===== config.mk =====
export PLATFORM = sky130hd
export DESIGN_NAME = cnn_datapath_gen_flat
export DESIGN_NICKNAME = d
export VERILOG_FILES = /design/src/rtl/cnn_datapath_gen_if.sv /design/src/rtl/cnn_datapath_gen.sv /design/src/flat_wrapper.sv
export SDC_FILE = /design/constraint.sdc
export NUM_CORES = 1
export LEC_CHECK = 0
export BUFFER_PORTS_ARGS = -buffer_cell sky130_fd_sc_hd__buf_2
export CAP_MARGIN = 20
export CORE_MARGIN = 4
export CORE_UTILIZATION = 40
export CTS_BUF_LIST = sky130_fd_sc_hd__clkbuf_16
export DETAILED_ROUTE_END_ITERATION = 12
export HOLD_SLACK_MARGIN = 0.08
export PLACE_DENSITY = 0.68
export SLEW_MARGIN = 25
export SYNTH_ARGS = -nofsm -noshare
export SYNTH_HDL_FRONTEND = slang
export SYNTH_SLANG_ARGS = --single-unit
export TNS_END_PERCENT = 20

===== constraint.sdc =====
create_clock -name clk -period 14.6 [get_ports clk]
set_input_delay 2.19 -clock clk [delete_from_list [all_inputs] [get_ports clk]]
set_output_delay 2.19 -clock clk [all_outputs]
set_load 0.02 [all_outputs]

===== src/rtl/cnn_datapath_gen_if.sv =====
// Purpose: control/status bundle between the control unit (master) and cnn_datapath_gen (slave).
// Latency: none, wires only.
// Backpressure: none; the control unit strobes every cycle and the datapath never stalls.
//
// master: drives bus select, load/increment strobes, loop/flag controls, MAC issue, memory read data.
// slave : returns bus/memory taps, register taps, loop terminal flags, MAC busy and status flags.
interface cnn_datapath_gen_if #(
   parameter int DATA_W = 16,
   parameter int ADDR_W = 12,
   parameter int NREG   = 8,
   parameter int LOOP_W = 4,
   parameter int SEL_W  = $clog2(NREG + 6),
   parameter int IDX_W  = $clog2(NREG)
);
   // control unit -> datapath
   logic [SEL_W-1:0]  bus_sel;
   logic [NREG-1:0]   reg_load;
   logic              ac_load;
   logic              pc_load;
   logic              pc_inc;
   logic              ar_load;
   logic              ar_inc;
   logic              i_clr;
   logic              i_inc;
   logic              j_clr;
   logic [LOOP_W-1:0] i_limit;
   logic [LOOP_W-1:0] j_limit;
   logic              flag_en;
   logic              flag_clr;
   logic [DATA_W-1:0] compare_val;
   logic              mac_valid;
   logic [IDX_W-1:0]  mac_a_idx;
   logic [IDX_W-1:0]  mac_b_idx;
   logic [DATA_W-1:0] from_memory;

   // datapath -> control unit / memory
   logic [DATA_W-1:0] to_memory;
   logic [ADDR_W-1:0] address;
   logic [DATA_W-1:0] bus_value;
   logic [DATA_W-1:0] ac_value;
   logic [ADDR_W-1:0] pc_value;
   logic [ADDR_W-1:0] ar_value;
   logic [LOOP_W-1:0] i_value;
   logic [LOOP_W-1:0] j_value;
   logic              i_last;
   logic              j_last;
   logic              mac_busy;
   logic              zero;
   logic              neg;
   logic              equal;
   logic              ovf;

   modport master (
      output bus_sel, reg_load, ac_load, pc_load, pc_inc, ar_load, ar_inc,
             i_clr, i_inc, j_clr, i_limit, j_limit, flag_en, flag_clr, compare_val,
             mac_valid, mac_a_idx, mac_b_idx, from_memory,
      input  to_memory, address, bus_value, ac_value, pc_value, ar_value,
             i_value, j_value, i_last, j_last, mac_busy, zero, neg, equal, ovf
   );

   modport slave (
      input  bus_sel, reg_load, ac_load, pc_load, pc_inc, ar_load, ar_inc,
             i_clr, i_inc, j_clr, i_limit, j_limit, flag_en, flag_clr, compare_val,
             mac_valid, mac_a_idx, mac_b_idx, from_memory,
      output to_memory, address, bus_value, ac_value, pc_value, ar_value,
             i_value, j_value, i_last, j_last, mac_busy, zero, neg, equal, ovf
   );
endinterface


===== src/rtl/cnn_datapath_gen.sv =====
// Purpose: CNN datapath - register file, shared bus, PC/AR, flags, I/J loop counters, pipelined fixed-point MAC into AC.
// Latency: loads/counters 1 cycle; MAC issued at edge t writes AC at edge t+MAC_STAGES, one issue per cycle.
// Backpressure: none; every strobe is acted on in the cycle it is presented, the control unit owns sequencing.
//
// Ports: clk, rst (async active-high); dp = cnn_datapath_gen_if.slave carrying all control strobes,
//        memory read data, bus/address outputs, register taps, loop flags, mac_busy and status flags.
// Build option: define MAC_SAT_EN to saturate product narrowing and accumulation instead of wrapping.
module cnn_datapath_gen #(
   parameter int DATA_W     = 16,
   parameter int ADDR_W     = 12,
   parameter int NREG       = 8,
   parameter int LOOP_W     = 4,
   parameter int FRAC_W     = 8,
   parameter int MAC_STAGES = 2
) (
   input logic             clk,
   input logic             rst,
   cnn_datapath_gen_if.slave dp
);
   localparam int SEL_W = $clog2(NREG + 6);
   localparam int IDX_W = $clog2(NREG);
   localparam int PW    = 2 * DATA_W;

   localparam logic [SEL_W-1:0] SEL_AC  = SEL_W'(NREG);
   localparam logic [SEL_W-1:0] SEL_PC  = SEL_W'(NREG + 1);
   localparam logic [SEL_W-1:0] SEL_MEM = SEL_W'(NREG + 2);
   localparam logic [SEL_W-1:0] SEL_I   = SEL_W'(NREG + 3);
   localparam logic [SEL_W-1:0] SEL_J   = SEL_W'(NREG + 4);

   localparam logic [DATA_W-1:0] SMAX = {1'b0, {(DATA_W-1){1'b1}}};
   localparam logic [DATA_W-1:0] SMIN = {1'b1, {(DATA_W-1){1'b0}}};

   // ---------------------------------------------------------------
   // State
   // ---------------------------------------------------------------
   logic [DATA_W-1:0] r_q [NREG];
   logic [DATA_W-1:0] r_d [NREG];
   logic [DATA_W-1:0] ac_q, ac_d;
   logic [ADDR_W-1:0] pc_q, pc_d;
   logic [ADDR_W-1:0] ar_q, ar_d;
   logic [LOOP_W-1:0] i_q, i_d;
   logic [LOOP_W-1:0] j_q, j_d;
   logic              zero_q, zero_d;
   logic              neg_q, neg_d;
   logic              equal_q, equal_d;
   logic              ovf_q, ovf_d;

   logic signed [DATA_W-1:0] opa_q, opa_d;
   logic signed [DATA_W-1:0] opb_q, opb_d;
   logic [MAC_STAGES-1:0]    vld_q, vld_d;

   logic [DATA_W-1:0] bus;
   logic              i_last;
   logic              j_last;
   logic              i_carry;

   // ---------------------------------------------------------------
   // Shared bus
   // ---------------------------------------------------------------
   always_comb begin
      bus = '0;
      if (dp.bus_sel < SEL_AC) begin
         bus = r_q[dp.bus_sel[IDX_W-1:0]];
      end else begin
         case (dp.bus_sel)
            SEL_AC:  bus = ac_q;
            SEL_PC:  bus = DATA_W'(pc_q);
            SEL_MEM: bus = dp.from_memory;
            SEL_I:   bus = DATA_W'(i_q);
            SEL_J:   bus = DATA_W'(j_q);
            default: bus = '0;
         endcase
      end
   end

   // ---------------------------------------------------------------
   // MAC datapath
   // Stage 0 holds the captured operands; the narrowed product is formed
   // from it and delayed to the last stage, where it is added to the AC
   // value present at the retire edge so back-to-back ops chain correctly.
   // ---------------------------------------------------------------
   logic signed [PW-1:0] prod_full;
   logic signed [PW-1:0] prod_shr;
   logic [DATA_W:0]      prod_top;
   logic                 nar_ovf;
   logic [DATA_W-1:0]    prod_nar;
   logic [DATA_W-1:0]    ret_prod;
   logic                 ret_novf;
   logic                 retire;
   logic [DATA_W:0]      sum_full;
   logic                 sum_ovf;
   logic [DATA_W-1:0]    sum_nar;
   logic                 ovf_evt;

   always_comb begin
      prod_full = PW'(opa_q) * PW'(opb_q);
      prod_shr  = prod_full >>> FRAC_W;
      // The narrowed value fits only if every bit from the sign position up agrees.
      prod_top  = prod_shr[PW-1:DATA_W-1];
      nar_ovf   = !((&prod_top) || !(|prod_top));
`ifdef MAC_SAT_EN
      if (nar_ovf) begin
         prod_nar = prod_shr[PW-1] ? SMIN : SMAX;
      end else begin
         prod_nar = prod_shr[DATA_W-1:0];
      end
`else
      prod_nar = prod_shr[DATA_W-1:0];
`endif
   end

   generate
      if (MAC_STAGES == 1) begin : g_mac_comb
         assign ret_prod = prod_nar;
         assign ret_novf = nar_ovf;
      end else begin : g_mac_pipe
         logic [DATA_W-1:0] prod_q [1:MAC_STAGES-1];
         logic              novf_q [1:MAC_STAGES-1];

         always_ff @(posedge clk or posedge rst) begin
            if (rst) begin
               for (int k = 1; k < MAC_STAGES; k++) begin
                  prod_q[k] <= '0;
                  novf_q[k] <= 1'b0;
               end
            end else begin
               prod_q[1] <= prod_nar;
               novf_q[1] <= nar_ovf;
               for (int k = 2; k < MAC_STAGES; k++) begin
                  prod_q[k] <= prod_q[k-1];
                  novf_q[k] <= novf_q[k-1];
               end
            end
         end

         assign ret_prod = prod_q[MAC_STAGES-1];
         assign ret_novf = novf_q[MAC_STAGES-1];
      end
   endgenerate

   assign retire = vld_q[MAC_STAGES-1];

   always_comb begin
      sum_full = {ac_q[DATA_W-1], ac_q} + {ret_prod[DATA_W-1], ret_prod};
      sum_ovf  = sum_full[DATA_W] ^ sum_full[DATA_W-1];
`ifdef MAC_SAT_EN
      if (sum_ovf) begin
         sum_nar = sum_full[DATA_W] ? SMIN : SMAX;
      end else begin
         sum_nar = sum_full[DATA_W-1:0];
      end
`else
      sum_nar = sum_full[DATA_W-1:0];
`endif
      ovf_evt = retire && (ret_novf || sum_ovf);
   end

   // ---------------------------------------------------------------
   // Next-state logic
   // ---------------------------------------------------------------
   assign i_last  = (i_q == dp.i_limit);
   assign j_last  = (j_q == dp.j_limit);
   // i_clr suppresses the carry because it overrides the increment entirely.
   assign i_carry = !dp.i_clr && dp.i_inc && i_last;

   always_comb begin
      for (int k = 0; k < NREG; k++) begin
         r_d[k] = dp.reg_load[k] ? bus : r_q[k];
      end

      // An explicit AC load beats a retiring MAC; the retire still reports overflow.
      if (dp.ac_load) begin
         ac_d = bus;
      end else if (retire) begin
         ac_d = sum_nar;
      end else begin
         ac_d = ac_q;
      end

      if (dp.pc_load) begin
         pc_d = bus[ADDR_W-1:0];
      end else if (dp.pc_inc) begin
         pc_d = pc_q + ADDR_W'(1);
      end else begin
         pc_d = pc_q;
      end

      if (dp.ar_load) begin
         ar_d = bus[ADDR_W-1:0];
      end else if (dp.ar_inc) begin
         ar_d = ar_q + ADDR_W'(1);
      end else begin
         ar_d = ar_q;
      end

      if (dp.i_clr) begin
         i_d = '0;
      end else if (dp.i_inc) begin
         i_d = i_last ? '0 : i_q + LOOP_W'(1);
      end else begin
         i_d = i_q;
      end

      if (dp.j_clr) begin
         j_d = '0;
      end else if (i_carry) begin
         j_d = j_last ? '0 : j_q + LOOP_W'(1);
      end else begin
         j_d = j_q;
      end

      if (dp.flag_en) begin
         zero_d  = (bus == '0);
         neg_d   = bus[DATA_W-1];
         equal_d = (bus == dp.compare_val);
      end else begin
         zero_d  = zero_q;
         neg_d   = neg_q;
         equal_d = equal_q;
      end

      // Sticky: a fresh overflow in the same cycle outranks the clear.
      if (ovf_evt) begin
         ovf_d = 1'b1;
      end else if (dp.flag_clr) begin
         ovf_d = 1'b0;
      end else begin
         ovf_d = ovf_q;
      end

      // Operands are taken from pre-edge register values, so a same-cycle
      // register write does not affect the op being issued.
      opa_d = dp.mac_valid ? r_q[dp.mac_a_idx] : opa_q;
      opb_d = dp.mac_valid ? r_q[dp.mac_b_idx] : opb_q;
      vld_d = (vld_q << 1) | MAC_STAGES'(dp.mac_valid);
   end

   // ---------------------------------------------------------------
   // Registers
   // ---------------------------------------------------------------
   always_ff @(posedge clk or posedge rst) begin
      if (rst) begin
         for (int k = 0; k < NREG; k++) begin
            r_q[k] <= '0;
         end
         ac_q    <= '0;
         pc_q    <= '0;
         ar_q    <= '0;
         i_q     <= '0;
         j_q     <= '0;
         zero_q  <= 1'b0;
         neg_q   <= 1'b0;
         equal_q <= 1'b0;
         ovf_q   <= 1'b0;
         opa_q   <= '0;
         opb_q   <= '0;
         vld_q   <= '0;
      end else begin
         for (int k = 0; k < NREG; k++) begin
            r_q[k] <= r_d[k];
         end
         ac_q    <= ac_d;
         pc_q    <= pc_d;
         ar_q    <= ar_d;
         i_q     <= i_d;
         j_q     <= j_d;
         zero_q  <= zero_d;
         neg_q   <= neg_d;
         equal_q <= equal_d;
         ovf_q   <= ovf_d;
         opa_q   <= opa_d;
         opb_q   <= opb_d;
         vld_q   <= vld_d;
      end
   end

   // ---------------------------------------------------------------
   // Outputs
   // ---------------------------------------------------------------
   assign dp.to_memory = bus;
   assign dp.bus_value = bus;
   assign dp.address   = ar_q;
   assign dp.ac_value  = ac_q;
   assign dp.pc_value  = pc_q;
   assign dp.ar_value  = ar_q;
   assign dp.i_value   = i_q;
   assign dp.j_value   = j_q;
   assign dp.i_last    = i_last;
   assign dp.j_last    = j_last;
   assign dp.mac_busy  = |vld_q;
   assign dp.zero      = zero_q;
   assign dp.neg       = neg_q;
   assign dp.equal     = equal_q;
   assign dp.ovf       = ovf_q;
endmodule


===== src/flat_wrapper.sv =====
// flat-port wrapper written by rule: the top's interface ports become plain ports
module cnn_datapath_gen_flat 
#(
   parameter int DATA_W     = 16,
   parameter int ADDR_W     = 12,
   parameter int NREG       = 8,
   parameter int LOOP_W     = 4,
   parameter int FRAC_W     = 8,
   parameter int MAC_STAGES = 2
)
  (clk, rst, dp_bus_sel, dp_reg_load, dp_ac_load, dp_pc_load, dp_pc_inc, dp_ar_load, dp_ar_inc, dp_i_clr, dp_i_inc, dp_j_clr, dp_i_limit, dp_j_limit, dp_flag_en, dp_flag_clr, dp_compare_val, dp_mac_valid, dp_mac_a_idx, dp_mac_b_idx, dp_from_memory, dp_to_memory, dp_address, dp_bus_value, dp_ac_value, dp_pc_value, dp_ar_value, dp_i_value, dp_j_value, dp_i_last, dp_j_last, dp_mac_busy, dp_zero, dp_neg, dp_equal, dp_ovf);
  cnn_datapath_gen_if #(.DATA_W(DATA_W), .ADDR_W(ADDR_W), .NREG(NREG), .LOOP_W(LOOP_W)) dp_i ();
  input logic clk;
  input logic rst;
  input wire logic [$bits(dp_i.bus_sel)-1:0] dp_bus_sel;
  input wire logic [$bits(dp_i.reg_load)-1:0] dp_reg_load;
  input wire logic [$bits(dp_i.ac_load)-1:0] dp_ac_load;
  input wire logic [$bits(dp_i.pc_load)-1:0] dp_pc_load;
  input wire logic [$bits(dp_i.pc_inc)-1:0] dp_pc_inc;
  input wire logic [$bits(dp_i.ar_load)-1:0] dp_ar_load;
  input wire logic [$bits(dp_i.ar_inc)-1:0] dp_ar_inc;
  input wire logic [$bits(dp_i.i_clr)-1:0] dp_i_clr;
  input wire logic [$bits(dp_i.i_inc)-1:0] dp_i_inc;
  input wire logic [$bits(dp_i.j_clr)-1:0] dp_j_clr;
  input wire logic [$bits(dp_i.i_limit)-1:0] dp_i_limit;
  input wire logic [$bits(dp_i.j_limit)-1:0] dp_j_limit;
  input wire logic [$bits(dp_i.flag_en)-1:0] dp_flag_en;
  input wire logic [$bits(dp_i.flag_clr)-1:0] dp_flag_clr;
  input wire logic [$bits(dp_i.compare_val)-1:0] dp_compare_val;
  input wire logic [$bits(dp_i.mac_valid)-1:0] dp_mac_valid;
  input wire logic [$bits(dp_i.mac_a_idx)-1:0] dp_mac_a_idx;
  input wire logic [$bits(dp_i.mac_b_idx)-1:0] dp_mac_b_idx;
  input wire logic [$bits(dp_i.from_memory)-1:0] dp_from_memory;
  output wire logic [$bits(dp_i.to_memory)-1:0] dp_to_memory;
  output wire logic [$bits(dp_i.address)-1:0] dp_address;
  output wire logic [$bits(dp_i.bus_value)-1:0] dp_bus_value;
  output wire logic [$bits(dp_i.ac_value)-1:0] dp_ac_value;
  output wire logic [$bits(dp_i.pc_value)-1:0] dp_pc_value;
  output wire logic [$bits(dp_i.ar_value)-1:0] dp_ar_value;
  output wire logic [$bits(dp_i.i_value)-1:0] dp_i_value;
  output wire logic [$bits(dp_i.j_value)-1:0] dp_j_value;
  output wire logic [$bits(dp_i.i_last)-1:0] dp_i_last;
  output wire logic [$bits(dp_i.j_last)-1:0] dp_j_last;
  output wire logic [$bits(dp_i.mac_busy)-1:0] dp_mac_busy;
  output wire logic [$bits(dp_i.zero)-1:0] dp_zero;
  output wire logic [$bits(dp_i.neg)-1:0] dp_neg;
  output wire logic [$bits(dp_i.equal)-1:0] dp_equal;
  output wire logic [$bits(dp_i.ovf)-1:0] dp_ovf;
  assign dp_i.bus_sel = dp_bus_sel;
  assign dp_i.reg_load = dp_reg_load;
  assign dp_i.ac_load = dp_ac_load;
  assign dp_i.pc_load = dp_pc_load;
  assign dp_i.pc_inc = dp_pc_inc;
  assign dp_i.ar_load = dp_ar_load;
  assign dp_i.ar_inc = dp_ar_inc;
  assign dp_i.i_clr = dp_i_clr;
  assign dp_i.i_inc = dp_i_inc;
  assign dp_i.j_clr = dp_j_clr;
  assign dp_i.i_limit = dp_i_limit;
  assign dp_i.j_limit = dp_j_limit;
  assign dp_i.flag_en = dp_flag_en;
  assign dp_i.flag_clr = dp_flag_clr;
  assign dp_i.compare_val = dp_compare_val;
  assign dp_i.mac_valid = dp_mac_valid;
  assign dp_i.mac_a_idx = dp_mac_a_idx;
  assign dp_i.mac_b_idx = dp_mac_b_idx;
  assign dp_i.from_memory = dp_from_memory;
  assign dp_to_memory = dp_i.to_memory;
  assign dp_address = dp_i.address;
  assign dp_bus_value = dp_i.bus_value;
  assign dp_ac_value = dp_i.ac_value;
  assign dp_pc_value = dp_i.pc_value;
  assign dp_ar_value = dp_i.ar_value;
  assign dp_i_value = dp_i.i_value;
  assign dp_j_value = dp_i.j_value;
  assign dp_i_last = dp_i.i_last;
  assign dp_j_last = dp_i.j_last;
  assign dp_mac_busy = dp_i.mac_busy;
  assign dp_zero = dp_i.zero;
  assign dp_neg = dp_i.neg;
  assign dp_equal = dp_i.equal;
  assign dp_ovf = dp_i.ovf;
  cnn_datapath_gen #(.DATA_W(DATA_W), .ADDR_W(ADDR_W), .NREG(NREG), .LOOP_W(LOOP_W), .FRAC_W(FRAC_W), .MAC_STAGES(MAC_STAGES)) u_core (.clk(clk), .rst(rst), .dp(dp_i));
endmodule

==> impl_metrics.prom <==
# TYPE chip_impl_metric gauge
chip_impl_info{name="post-synth-top-count-cell",value="sky130_fd_sc_hd__inv_1"} 1
chip_impl_info{name="most_frequent_cells_after_synthesis",value="332 x sky130_fd_sc_hd__inv_1, 262 x sky130_fd_sc_hd__fa_1, 260 x sky130_fd_sc_hd__nor2_1"} 1
chip_impl_metric{name="fin_skew",unit="ns"} 0.00970
chip_impl_metric{name="synth.avg_cell_area",unit="sq um"} 9.79
chip_impl_info{name="worst_setup_path_start_kind",value="input port"} 1
chip_impl_metric{name="wire_per_inst",unit="microns"} 20.1
chip_impl_metric{name="netlist_instances",unit=""} 2327
chip_impl_metric{name="drt-vias-per-instance",unit=""} 5.52
chip_impl_metric{name="die_y",unit="microns"} 247
chip_impl_metric{name="clock_insertion_delay_worst_skew",unit="ns"} 0.52
chip_impl_metric{name="cts.repair.resized",unit=""} 0
chip_impl_info{name="tritoncts_clock_tree",value="yes"} 1
chip_impl_info{name="ys_dominant_reg_cell",value="sky130_fd_sc_hd__dfrtp_1"} 1
chip_impl_metric{name="hold_violations",unit=""} 0
chip_impl_metric{name="wl",unit="microns"} 63600
chip_impl_info{name="criticalPathCategory",value="in2out"} 1
chip_impl_metric{name="worstPathArrival",unit="ns"} 5.12
chip_impl_metric{name="iteration_0_drc_count_of_the_detailed_router",unit=""} 1339
chip_impl_info{name="ctsRootBufferMaster",value="sky130_fd_sc_hd__clkbuf_16"} 1
chip_impl_metric{name="start_util",unit="%"} 40.4
chip_impl_info{name="grt_setup_unrepaired",value="false"} 1
chip_impl_metric{name="crit_path_time_final",unit="ns"} 7.31
chip_impl_metric{name="maximum_number_of_pins_on_one_net_before_global_route_repair",unit=""} 116
chip_impl_metric{name="fp-row-count",unit=""} 87
chip_impl_metric{name="yosys_warnings",unit=""} 0
chip_impl_metric{name="vias",unit=""} 17500
chip_impl_info{name="synth.largest_area_cell",value="sky130_fd_sc_hd__dfrtp_1"} 1
chip_impl_metric{name="clock_path_buffers",unit=""} 3
chip_impl_metric{name="layout.filler_cells",unit=""} 5412
chip_impl_info{name="hold_path_end",value="u_core.vld_q[1]"} 1
chip_impl_metric{name="cts.repair_timing.setup_buffer_count",unit=""} 0
chip_impl_info{name="hold_class",value="reg2reg"} 1
chip_impl_metric{name="timing.final.setup_violations",unit=""} 0
chip_impl_metric{name="track_usage",unit="%"} 21.1
chip_impl_metric{name="timing.critical_path.fanout_max",unit=""} 27
chip_impl_metric{name="die_area",unit="sq mm"} 0.0608
chip_impl_info{name="min_from",value="u_core.vld_q[0]"} 1
chip_impl_metric{name="synth_edf_count",unit=""} 0
chip_impl_metric{name="floorplan.die.width",unit="microns"} 247
chip_impl_metric{name="holdPathStages",unit=""} 0
chip_impl_metric{name="holdBufCountCts",unit=""} 0
chip_impl_metric{name="max_freq",unit="MHz"} 137
chip_impl_metric{name="final_cycle_utilization_of_the_critical_path",unit="%"} 50.0
chip_impl_metric{name="maxSlewViolCount",unit=""} 0
chip_impl_metric{name="drt_pass1_iterations",unit=""} 5
chip_impl_metric{name="number_of_antenna_violations_at_the_first_check_in_global_routing",unit=""} 4
chip_impl_metric{name="port_buffers",unit=""} 169
chip_impl_metric{name="async_flop_share",unit="%"} 100
chip_impl_metric{name="critical_path_required",unit="ns"} 12.41
chip_impl_info{name="synth_top_cells_by_area",value="sky130_fd_sc_hd__dfrtp_1 25%, sky130_fd_sc_hd__fa_1 23%, sky130_fd_sc_hd__mux4_2 9.5%"} 1
chip_impl_metric{name="worst-r2r-setup-slack",unit="ns"} 7.39
chip_impl_info{name="rr_startpoint",value="u_core.opa_q[10]"} 1
chip_impl_metric{name="worst-r2r-cell-count",unit=""} 22
chip_impl_metric{name="htree_levels",unit=""} 1
chip_impl_metric{name="grt_pass1_vias",unit=""} 18600
chip_impl_metric{name="cts_inserted_buffers",unit=""} 25
chip_impl_metric{name="grt_remaining_overflow",unit=""} 0
chip_impl_metric{name="remaining_drc_errors",unit=""} 0
chip_impl_metric{name="post_route_cells_drive_above_1_share",unit="%"} 14.4
chip_impl_metric{name="cts_sinks",unit=""} 231
chip_impl_metric{name="syn-num-nets",unit=""} 2759
chip_impl_metric{name="post-dp-hpwl",unit="microns"} 46800
chip_impl_metric{name="worst-slew-pin-transition",unit="ns"} 1.00
chip_impl_info{name="rr_endpoint",value="u_core.g_mac_pipe.novf_q"} 1
chip_impl_metric{name="area_delta_synth_final",unit="%"} 9.29
chip_impl_metric{name="synth_seq_cells",unit=""} 231
chip_impl_metric{name="netlist_area",unit="sq mm"} 0.0228
chip_impl_metric{name="cts.clk_slew.worst_paths",unit="ns"} 0.06
chip_impl_metric{name="synth.yosys.seq_area_share",unit="%"} 25.4
chip_impl_metric{name="totalNegativeSetupSlack",unit="ns"} 0
chip_impl_metric{name="ys_types",unit=""} 57
chip_impl_metric{name="grt_pass1_wl",unit="microns"} 102000
chip_impl_info{name="result_of_the_run",value="complete, no violations"} 1
chip_impl_metric{name="cap_violations",unit=""} 0
chip_impl_metric{name="routabilityCongestion",unit=""} 0.889
chip_impl_info{name="endpoint_kind",value="primary output"} 1
chip_impl_metric{name="num_io_pins",unit=""} 170
chip_impl_metric{name="synth.top_cell.area_share",unit="%"} 25.4
chip_impl_metric{name="holdWs",unit="ns"} 0.374
chip_impl_metric{name="fin_nets",unit=""} 2821
chip_impl_metric{name="antenna_violating_nets_post_route",unit=""} 0
chip_impl_metric{name="design.core.area",unit="sq mm"} 0.0564
chip_impl_metric{name="headroom_to_the_max_slew_limit",unit="%"} 33.3
[worst max path at each step]
stage	start	endpoint	cells after the start
2_1_floorplan	rst	u_core.dp.ac_value[0]	1
3_5_place_dp	dp_bus_sel[0]	dp_bus_value[11]	9
3_3_place_gp	dp_bus_sel[1]	dp_to_memory[14]	9
6_report	dp_bus_sel[0]	dp_bus_value[11]	9
4_1_cts	dp_bus_sel[0]	dp_bus_value[11]	9
5_1_grt	u_core.opa_q[10]	u_core.g_mac_pipe.novf_q	22
[registers in the layout (all words and copies together) (netlist names)]
signal,cells
u_core.dp.pc_value,12
u_core.dp.neg,1
u_core.dp.equal,1
u_core.g_mac_pipe.novf_q,1
u_core.dp.address,12
u_core.opa_q,16
u_core.vld_q,2
u_core.dp.ovf,1
u_core.dp.i_value,4
u_core.opb_q,16
u_core.dp.ac_value,16
u_core.r_q,128
u_core.dp.zero,1
u_core.g_mac_pipe.prod_q,16
u_core.dp.j_value,4
[metrics by stage]
| step | instance area (sq um) | instances | setup WS [ns] | util [%] |
|---|---|---|---|---|
| finish | 24900 | 3164 | 7.29 | 44.2 |
| global route | 24900 | 3163 | 7.00 | 44.2 |
| CTS | 24900 | 3161 | 7.23 | 44.1 |
| detailed placement | 24100 | 3118 | 7.25 | 42.7 |
| global placement | 24100 | 3118 | 7.18 | 42.7 |
| floorplan | 22800 | 2327 | 6.08 | - |
[critical path: stages]
cell                       delay, ns
sky130_fd_sc_hd__buf_2          0.08
sky130_fd_sc_hd__buf_4          0.40
sky130_fd_sc_hd__buf_4          0.49
sky130_fd_sc_hd__mux4_2         0.56
sky130_fd_sc_hd__nor2_1         0.10
sky130_fd_sc_hd__a211oi_1       0.07
sky130_fd_sc_hd__a21oi_2        0.77
sky130_fd_sc_hd__inv_1          0.20
sky130_fd_sc_hd__buf_2          0.22
[layout by cell type (no fill, tap or decap), types with 4 or more instances in the layout]
cell type	count
sky130_fd_sc_hd__nor2_1	260
sky130_fd_sc_hd__inv_1	334
sky130_fd_sc_hd__nor4_1	5
sky130_fd_sc_hd__mux2_2	5
sky130_fd_sc_hd__a31o_2	6
sky130_fd_sc_hd__or3_1	5
sky130_fd_sc_hd__a211oi_1	33
sky130_fd_sc_hd__a21o_1	8
sky130_fd_sc_hd__nand4_1	19
sky130_fd_sc_hd__bufinv_16	4
sky130_fd_sc_hd__and3_1	6
sky130_fd_sc_hd__nor2b_1	20
sky130_fd_sc_hd__buf_2	168
sky130_fd_sc_hd__a22oi_1	5
sky130_fd_sc_hd__ha_1	99
sky130_fd_sc_hd__clkinv_1	4
sky130_fd_sc_hd__nand3_1	14
sky130_fd_sc_hd__and2_1	123
sky130_fd_sc_hd__xor2_1	38
sky130_fd_sc_hd__o21ai_0	22
sky130_fd_sc_hd__nor3_1	11
sky130_fd_sc_hd__nand2b_1	9
sky130_fd_sc_hd__clkinv_2	4
sky130_fd_sc_hd__fa_1	262
sky130_fd_sc_hd__a21oi_1	250
sky130_fd_sc_hd__a211oi_2	4
sky130_fd_sc_hd__xnor2_1	49
sky130_fd_sc_hd__dfrtp_1	231
sky130_fd_sc_hd__nand2_1	156
sky130_fd_sc_hd__clkbuf_16	25
sky130_fd_sc_hd__nand3b_1	4
sky130_fd_sc_hd__buf_4	23
sky130_fd_sc_hd__mux2i_1	55
sky130_fd_sc_hd__mux4_2	96
sky130_fd_sc_hd__a221o_1	4
[cell families (layout without fill, tap and decap cells)]
logic type / after synthesis / count (layout) / synth area share, %
AO/OA/AOI/OAI: 360 / 360 / 9.03
XOR/XNOR: 87 / 87 / 3.34
multiplexers: 156 / 156 / 12.2
AND/OR/NAND/NOR: 644 / 644 / 13.1
buffers and inverters: 488 / 566 / 8.57
other: 0 / 3 / 0
adder cells (fa/ha/maj): 361 / 361 / 28.5
flip-flops: 231 / 231 / 25.4
[final cells by class]
class	count	area (sq um)	share of cell area, %
Antenna cell	3	7.51	0.0301
Clock buffer	25	626	2.51
Clock inverter	18	190	0.764
Inverter	332	1250	5.03
Multi-Input combinational cell	1608	15100	60.6
Sequential cell	231	5780	23.2
Tap cell	756	946	3.80
Timing Repair Buffer	191	1010	4.07
[metal layers]
layer  share of wire, %  GRT usage, %
met5              0.020             0
met4                4.1          8.24
met3                7.9          3.54
met2                 50          36.2
met1                 38          26.9
Power is left out: the tool's default activity adds up to more than one toggle a clock period on the data nets, which glitch-free logic cannot reach.
